### src/rtl/ysyx_23060208_axi_arbiter.sv
// Two-master to one-slave AXI4-Lite arbiter: M0 (IFU, read only) and M1 (EXU, read/write).
// Optional feature: define ARB_RR_EN for round-robin between M0 and M1 (fixed M1 priority otherwise).
module ysyx_23060208_axi_arbiter #(
    parameter int DATA_WIDTH = 32
) (
    input  logic                      clk_i,
    input  logic                      rst_ni,
    // M0 (IFU) read channels
    input  logic [DATA_WIDTH-1:0]     m0_araddr_i,
    input  logic                      m0_arvalid_i,
    output logic                      m0_arready_o,
    output logic [DATA_WIDTH-1:0]     m0_rdata_o,
    output logic [1:0]                m0_rresp_o,
    output logic                      m0_rvalid_o,
    input  logic                      m0_rready_i,
    // M1 (EXU) write channels
    input  logic [DATA_WIDTH-1:0]     m1_awaddr_i,
    input  logic                      m1_awvalid_i,
    output logic                      m1_awready_o,
    input  logic [DATA_WIDTH-1:0]     m1_wdata_i,
    input  logic [DATA_WIDTH/8-1:0]   m1_wstrb_i,
    input  logic                      m1_wvalid_i,
    output logic                      m1_wready_o,
    output logic [1:0]                m1_bresp_o,
    output logic                      m1_bvalid_o,
    input  logic                      m1_bready_i,
    // M1 (EXU) read channels
    input  logic [DATA_WIDTH-1:0]     m1_araddr_i,
    input  logic                      m1_arvalid_i,
    output logic                      m1_arready_o,
    output logic [DATA_WIDTH-1:0]     m1_rdata_o,
    output logic [1:0]                m1_rresp_o,
    output logic                      m1_rvalid_o,
    input  logic                      m1_rready_i,
    // Slave (memory) port
    output logic [DATA_WIDTH-1:0]     s_awaddr_o,
    output logic                      s_awvalid_o,
    input  logic                      s_awready_i,
    output logic [DATA_WIDTH-1:0]     s_wdata_o,
    output logic [DATA_WIDTH/8-1:0]   s_wstrb_o,
    output logic                      s_wvalid_o,
    input  logic                      s_wready_i,
    input  logic [1:0]                s_bresp_i,
    input  logic                      s_bvalid_i,
    output logic                      s_bready_o,
    output logic [DATA_WIDTH-1:0]     s_araddr_o,
    output logic                      s_arvalid_o,
    input  logic                      s_arready_i,
    input  logic [DATA_WIDTH-1:0]     s_rdata_i,
    input  logic [1:0]                s_rresp_i,
    input  logic                      s_rvalid_i,
    output logic                      s_rready_o
);

    // state | meaning
    // IDLE  | no owner; arbitrate among pending requests
    // M0_AR | M0 owns slave AR channel
    // M0_R  | waiting for / forwarding M0 read data
    // M1_AR | M1 owns slave AR channel
    // M1_R  | waiting for / forwarding M1 read data
    // M1_W  | forwarding M1 AW and W independently until both handshaken
    // M1_B  | forwarding M1 write response
    typedef enum logic [2:0] {
        IDLE,
        M0_AR,
        M0_R,
        M1_AR,
        M1_R,
        M1_W,
        M1_B
    } state_e;

    state_e state_q, state_d;
    logic   aw_done_q, aw_done_d;
    logic   w_done_q, w_done_d;

    logic   m1_wr_req;
    logic   m1_req;
    logic   grant_m1;
    logic   aw_hs;
    logic   w_hs;

    assign m1_wr_req = m1_awvalid_i | m1_wvalid_i;
    assign m1_req    = m1_wr_req | m1_arvalid_i;
    assign aw_hs     = m1_awvalid_i & ~aw_done_q & s_awready_i;
    assign w_hs      = m1_wvalid_i & ~w_done_q & s_wready_i;

`ifdef ARB_RR_EN
    // Pointer resets to "M1 granted last" so the first contested grant goes to M0.
    logic last_m1_q, last_m1_d;

    assign grant_m1 = m1_req & (~m0_arvalid_i | ~last_m1_q);

    always_comb begin
        last_m1_d = last_m1_q;
        if (state_q == IDLE) begin
            if (grant_m1) begin
                last_m1_d = 1'b1;
            end else if (m0_arvalid_i) begin
                last_m1_d = 1'b0;
            end
        end
    end

    always_ff @(posedge clk_i or negedge rst_ni) begin
        if (!rst_ni) begin
            last_m1_q <= 1'b1;
        end else begin
            last_m1_q <= last_m1_d;
        end
    end
`else
    assign grant_m1 = m1_req;
`endif

    always_ff @(posedge clk_i or negedge rst_ni) begin
        if (!rst_ni) begin
            state_q   <= IDLE;
            aw_done_q <= 1'b0;
            w_done_q  <= 1'b0;
        end else begin
            state_q   <= state_d;
            aw_done_q <= aw_done_d;
            w_done_q  <= w_done_d;
        end
    end

    always_comb begin
        state_d      = state_q;
        aw_done_d    = aw_done_q;
        w_done_d     = w_done_q;

        m0_arready_o = 1'b0;
        m0_rdata_o   = '0;
        m0_rresp_o   = 2'b00;
        m0_rvalid_o  = 1'b0;
        m1_awready_o = 1'b0;
        m1_wready_o  = 1'b0;
        m1_bresp_o   = 2'b00;
        m1_bvalid_o  = 1'b0;
        m1_arready_o = 1'b0;
        m1_rdata_o   = '0;
        m1_rresp_o   = 2'b00;
        m1_rvalid_o  = 1'b0;

        s_awaddr_o   = '0;
        s_awvalid_o  = 1'b0;
        s_wdata_o    = '0;
        s_wstrb_o    = '0;
        s_wvalid_o   = 1'b0;
        s_bready_o   = 1'b0;
        s_araddr_o   = '0;
        s_arvalid_o  = 1'b0;
        s_rready_o   = 1'b0;

        unique case (state_q)
            IDLE: begin
                if (grant_m1) begin
                    state_d = m1_wr_req ? M1_W : M1_AR;
                end else if (m0_arvalid_i) begin
                    state_d = M0_AR;
                end
            end
            M0_AR: begin
                s_araddr_o   = m0_araddr_i;
                s_arvalid_o  = m0_arvalid_i;
                m0_arready_o = s_arready_i;
                if (m0_arvalid_i && s_arready_i) begin
                    state_d = M0_R;
                end
            end
            M0_R: begin
                m0_rdata_o  = s_rdata_i;
                m0_rresp_o  = s_rresp_i;
                m0_rvalid_o = s_rvalid_i;
                s_rready_o  = m0_rready_i;
                if (s_rvalid_i && m0_rready_i) begin
                    state_d = IDLE;
                end
            end
            M1_AR: begin
                s_araddr_o   = m1_araddr_i;
                s_arvalid_o  = m1_arvalid_i;
                m1_arready_o = s_arready_i;
                if (m1_arvalid_i && s_arready_i) begin
                    state_d = M1_R;
                end
            end
            M1_R: begin
                m1_rdata_o  = s_rdata_i;
                m1_rresp_o  = s_rresp_i;
                m1_rvalid_o = s_rvalid_i;
                s_rready_o  = m1_rready_i;
                if (s_rvalid_i && m1_rready_i) begin
                    state_d = IDLE;
                end
            end
            M1_W: begin
                // A finished channel is masked so the slave never sees a second beat.
                s_awaddr_o   = m1_awaddr_i;
                s_awvalid_o  = m1_awvalid_i & ~aw_done_q;
                m1_awready_o = s_awready_i & ~aw_done_q;
                s_wdata_o    = m1_wdata_i;
                s_wstrb_o    = m1_wstrb_i;
                s_wvalid_o   = m1_wvalid_i & ~w_done_q;
                m1_wready_o  = s_wready_i & ~w_done_q;
                aw_done_d    = aw_done_q | aw_hs;
                w_done_d     = w_done_q | w_hs;
                if (aw_done_d && w_done_d) begin
                    state_d = M1_B;
                end
            end
            M1_B: begin
                m1_bresp_o  = s_bresp_i;
                m1_bvalid_o = s_bvalid_i;
                s_bready_o  = m1_bready_i;
                if (s_bvalid_i && m1_bready_i) begin
                    state_d   = IDLE;
                    aw_done_d = 1'b0;
                    w_done_d  = 1'b0;
                end
            end
            default: begin
                state_d = IDLE;
            end
        endcase
    end

endmodule

### config.mk
export PLATFORM = sky130hd
export DESIGN_NAME = ysyx_23060208_axi_arbiter
export DESIGN_NICKNAME = d
export VERILOG_FILES = /design/src/rtl/ysyx_23060208_axi_arbiter.sv
export SDC_FILE = /design/constraint.sdc
export NUM_CORES = 1
export LEC_CHECK = 0
export ABC_CLOCK_PERIOD_IN_PS = 2310
export CORE_AREA = 2 2 141 143
export CTS_CLUSTER_DIAMETER = 60
export CTS_CLUSTER_SIZE = 14
export DETAILED_ROUTE_END_ITERATION = 10
export DIE_AREA = 0 0 143 145
export PLACE_DENSITY = 0.49
export SYNTH_ARGS = -nofsm -noshare
export SYNTH_HDL_FRONTEND = slang
export SYNTH_SLANG_ARGS = --single-unit
export TNS_END_PERCENT = 5
### constraint.sdc
create_clock -name clk_i -period 2.31 [get_ports clk_i]
set_input_delay 0.462 -clock clk_i [delete_from_list [all_inputs] [get_ports clk_i]]
set_output_delay 0.462 -clock clk_i [all_outputs]
set_load 0.01 [all_outputs]
# == After elaboration in Yosys (flattened, before gate mapping) ==
# Index checks and enable logic that the tools add are counted.
# classes
muxes,34
reduce_logical,10
n_eq_ne,13
n_bitwise,12
# ops
operator,count
$mux 32,4
$pmux 32 s2,1
$mux 3,9
$pmux 3 s7,1
$ne 2x2->1 const B,6
$mux 1,11
$eq 3x3->1 const B,3
$pmux 1 s2,4
$reduce_and 7->1,1
$and 1x1->1,6
$eq 3x2->1 const B,2
$logic_and 1x1->1,6
$mux 2,3
$mux 4,1
$or 1x1->1,4
$eq 3x1->1 const B,1
$logic_not 3->1,1
$ne 3x3->1 const B,1
$not 1->1,2
$reduce_and 2->1,1
$reduce_bool 2->1,1
# word_totals
out_inout_bits,182
reg_bits,5
input_bits,182

# == Logic depth before layout (Yosys ltp) ==
# depth
depth_word,7
ltp_mapped,5

# == Worst setup path after synthesis ==
# No wires, ideal clock.
# synth_path
kind,register to output
startpoint,register state_q[1]
endpoint,output port s_awaddr_o[0]
slack_ns,0.636
path_buffers,3
stages_incl_launch_ff,6
arrival_time_ns,1.212
cell_sequence,dfrtp_1 -> buf_4 -> and3b_1 -> buf_2 -> clkbuf_2 -> and2_1
# synth_via
elab_chain_cells,2
# synth_lines
item,line,rtl
start: declaration,73,"state_e state_q, state_d;"
start signal: assignment,122,state_q <= state_d;
$eq 3x3->1,156,unique case (state_q)
$mux 32,156,
end: declaration,36,"output logic [DATA_WIDTH-1:0] s_awaddr_o,"
# Every way passes these cells.

# == Worst setup path after layout ==
# layout_path
startpoint,register state_q[1]
endpoint,output port m1_wready_o
# layout_via
elab_chain_cells,2
# layout_lines
item,line,rtl
$eq 3x3->1,156,
$mux 1,156,
end: declaration,23,"output logic m1_wready_o,"
# Every way passes these cells.

==> impl_metrics.ini <==
[outcome]
outcome = finished clean

[timing]
finalClockSkew_ns = 0.001837
slew_headroom = 0.7956
setup-violations-final = 0
max_slew.worst_pin.slew_ns = 0.3045
drv_slew = 0
fmax_mhz = 437.8
final-hold-violation-count = 0
fin_crit_ns = 2.284
fin_crit_sh = 0.9887

[cts]
htree_levels = 1
path_clk_slew_ns = 0.03
clock_path_buffers = 2
cts_tree = yes
root_buffer = clkbuf_16
cts_hold_buf = 0
cts_buffers = 3
clk_latency_ns = 0.23
clock_sinks = 5

[finish]
synthToLayoutAreaGrowth_pct = 232.9
postLayoutCoreUtil = 0.3169
multi_input_area_um2 = 1520
antenna_cells = 0
final.fill_count = 2013
design_area_um2 = 6086
seq_area_um2 = 127.6
fin_nets = 802
drive_gt1_frac = 0.06947

[power_and_ir_drop]
ir_drop_v = 0.0002406
leakage_nw = 4.019
pwr_density_cell_nw_per_um2 = 624.8

[setup_path]
crit_fanout = 29
cp-end-kind = primary output
worst_setup_path_start_kind = flip-flop
rr_startpoint = state_q[0]
worstPathArrival_ns = 1.82
r2r_setup_slack_ns = 0.90
required_ns = 1.85
worst-r2r-cell-count = 4
critical_path_class = flip-flop to primary output
reg2reg_to = state_q[1]

[yosys]
syn-instance-count = 254
yosysTopAreaCell = and2_1
async_reset_ff_frac = 1.000
synth_compound_area_frac = 0.2142
synth_seq_cells = 5
syn_area_per_cell_um2 = 7.197
ys_seq_area_frac = 0.06845
ys.flop_type = dfrtp_1
synthMuxAreaShare = 0.006160
ys_warn_count = 0
yosys.area_share.simple = 0.6071
synth.distinct_cells = 34
synth.area.top_cells = and2_1 (36%), a22o_1 (16%), and3_1 (14%)
syn-num-nets = 436
synth_edf_count = 0
synth_fa_ha_area_frac = 0
synth_area_um2 = 1828
synth_top_area_share = 0.3593
synth-xor-area-share = 0
synth_top_family_by_area = simple AND/OR/NAND/NOR gates

[place]
port_buffers = 363
place.gp.congestion = 0.9238
place_area_um2 = 5862
place_hpwl_mm = 11.38

[global_routing]
grt_use_total = 0.1182
grt_use_met2 = 0.2306
use_met1 = 0.1294
top_usage_layer = met2
antenna_found_initial = 0
grt_util_met3 = 0.02409
grt_max_degree = 46
grt-ovfl-total = 0
grt_pass1_vias = 3338
grt_pass1_wl_mm = 19.31

[detailed_routing]
vias_per_cell = 3.783
vias = 3344
drc = 0
drt_iter0_drc = 97
routed_wirelength_mm = 13.75
dr.pass1.iters = 4
detail-route-antenna-nets = 0
avgRoutedWirePerCell_um = 15.55

[floorplanning]
start_util = 0.09517
num_rows = 51
io_pins = 364
core_um2 = 19210
fp.dieArea_um2 = 20740
die-width_um = 143
die_height_um = 145

[hold_path]
holdCritPathClass = primary input to async pin

[job]
max-cap-violations = 0
==> area by class of cell <==
cell class	count	share of cell area
repair buffers	391	0.6612
inverters	1	0.0006168
well taps	265	0.05448
flip-flops and latches	5	0.02097
clock buffers	4	0.01295
multi-input cells	218	0.2498
==> cells in the final DEF (no fill, tap or decap), types with 3 or more instances in the layout <==
master / synthesis / routed
nand3_1: 4 / 4
buf_4: 4 / 17
buf_12: 0 / 6
dlymetal6s2s_1: 0 / 73
buf_6: 6 / 4
clkdlybuf4s50_1: 0 / 202
nand4_1: 4 / 4
and3b_1: 5 / 4
dfrtp_1: 5 / 3
dlygate4sd2_1: 0 / 88
and3_1: 40 / 39
clkbuf_16: 0 / 4
a22o_1: 33 / 33
and2_1: 105 / 105
==> state kept, by name (all words and copies together), names as in the netlist <==
name	flops
state_q	3
aw_done_q	1
w_done_q	1
==> cell families after synthesis <==
kind of cell	count (synthesis)
AO/OA/AOI/OAI	46
buffers and inverters	31
flip-flops	5
multiplexers	1
AND/OR/NAND/NOR	171
==> worst max-delay path: stages (launching register included) <==
cell             delay [ns]
dfrtp_1                0.40
and3b_2                0.32
buf_12                 0.17
and3b_1                0.16
clkdlybuf4s50_1        0.53
==> report_power, final <==
group	switching (mW)	internal (mW)	total (mW)
combinational	1.47	1.85	3.32
clock	0.0545	0.228	0.283
sequential	0.0631	0.133	0.196
==> layer usage <==
| metal | part of all wire | routed length [µm] | vias up |
|---|---|---|---|
| met2 | 0.54 | 7368 | 182 |
| met5 | 0 | 0 | - |
| met3 | 0.074 | 1024 | 8 |
| li1 | - | - | 1631 |
| met1 | 0.38 | 5236 | 1523 |
| met4 | 0.0085 | 117 | 0 |
==> Yosys cell counts, drive strengths merged, types with 2 or more instances <==
cell type  number
and3b           5
nor3            2
and2          105
a22o           33
a32o            2
clkbuf         15
o211ai          2
nand3b          2
dfrtp           5
and3           40
a21oi           2
nand4           4
and4bb          2
nand3           4
nor2            2
buf            15
==> how the worst max path moves through the flow <==
| stage | depth (start not counted) | endpoint | start | slack, ns |
|---|---|---|---|---|
| finish | 4 | m1_wready_o | state_q[1] | 0.03 |
| global placement | 5 | m0_rdata_o[7] | state_q[1] | 0.07 |
| CTS | 5 | m0_rdata_o[14] | state_q[1] | -0.03 |
| floorplan | 5 | s_awaddr_o[0] | state_q[1] | 0.64 |
| global route | 4 | m1_wready_o | state_q[1] | -0.03 |
| detailed placement | 5 | s_araddr_o[19] | state_q[2] | 0.07 |
==> metrics by stage <==
step                TNS [ns]  worst slack [ns]  cells  hold slack (ns)  power, mW
detailed placement         0           0.07438    876           0.5782      3.805
CTS                 -0.04169          -0.02819    883           0.4751      3.906
floorplan                  0            0.6361    254           0.1664      1.716
finish                     0           0.02602    884           0.4677      3.802
global route         -0.4369          -0.03293    884           0.4925      4.083
global placement           0           0.07492    876           0.5535      3.803
==> timing repair <==
action	4_1_cts	5_1_grt
setup endpoints to repair	182	71
endpoints found under the hold margin	0	0
pin swaps	1	0
gates resized for setup	96	74
cloned	0	1
buffers inserted	3	0
Power figures use the tool's default switching activity.
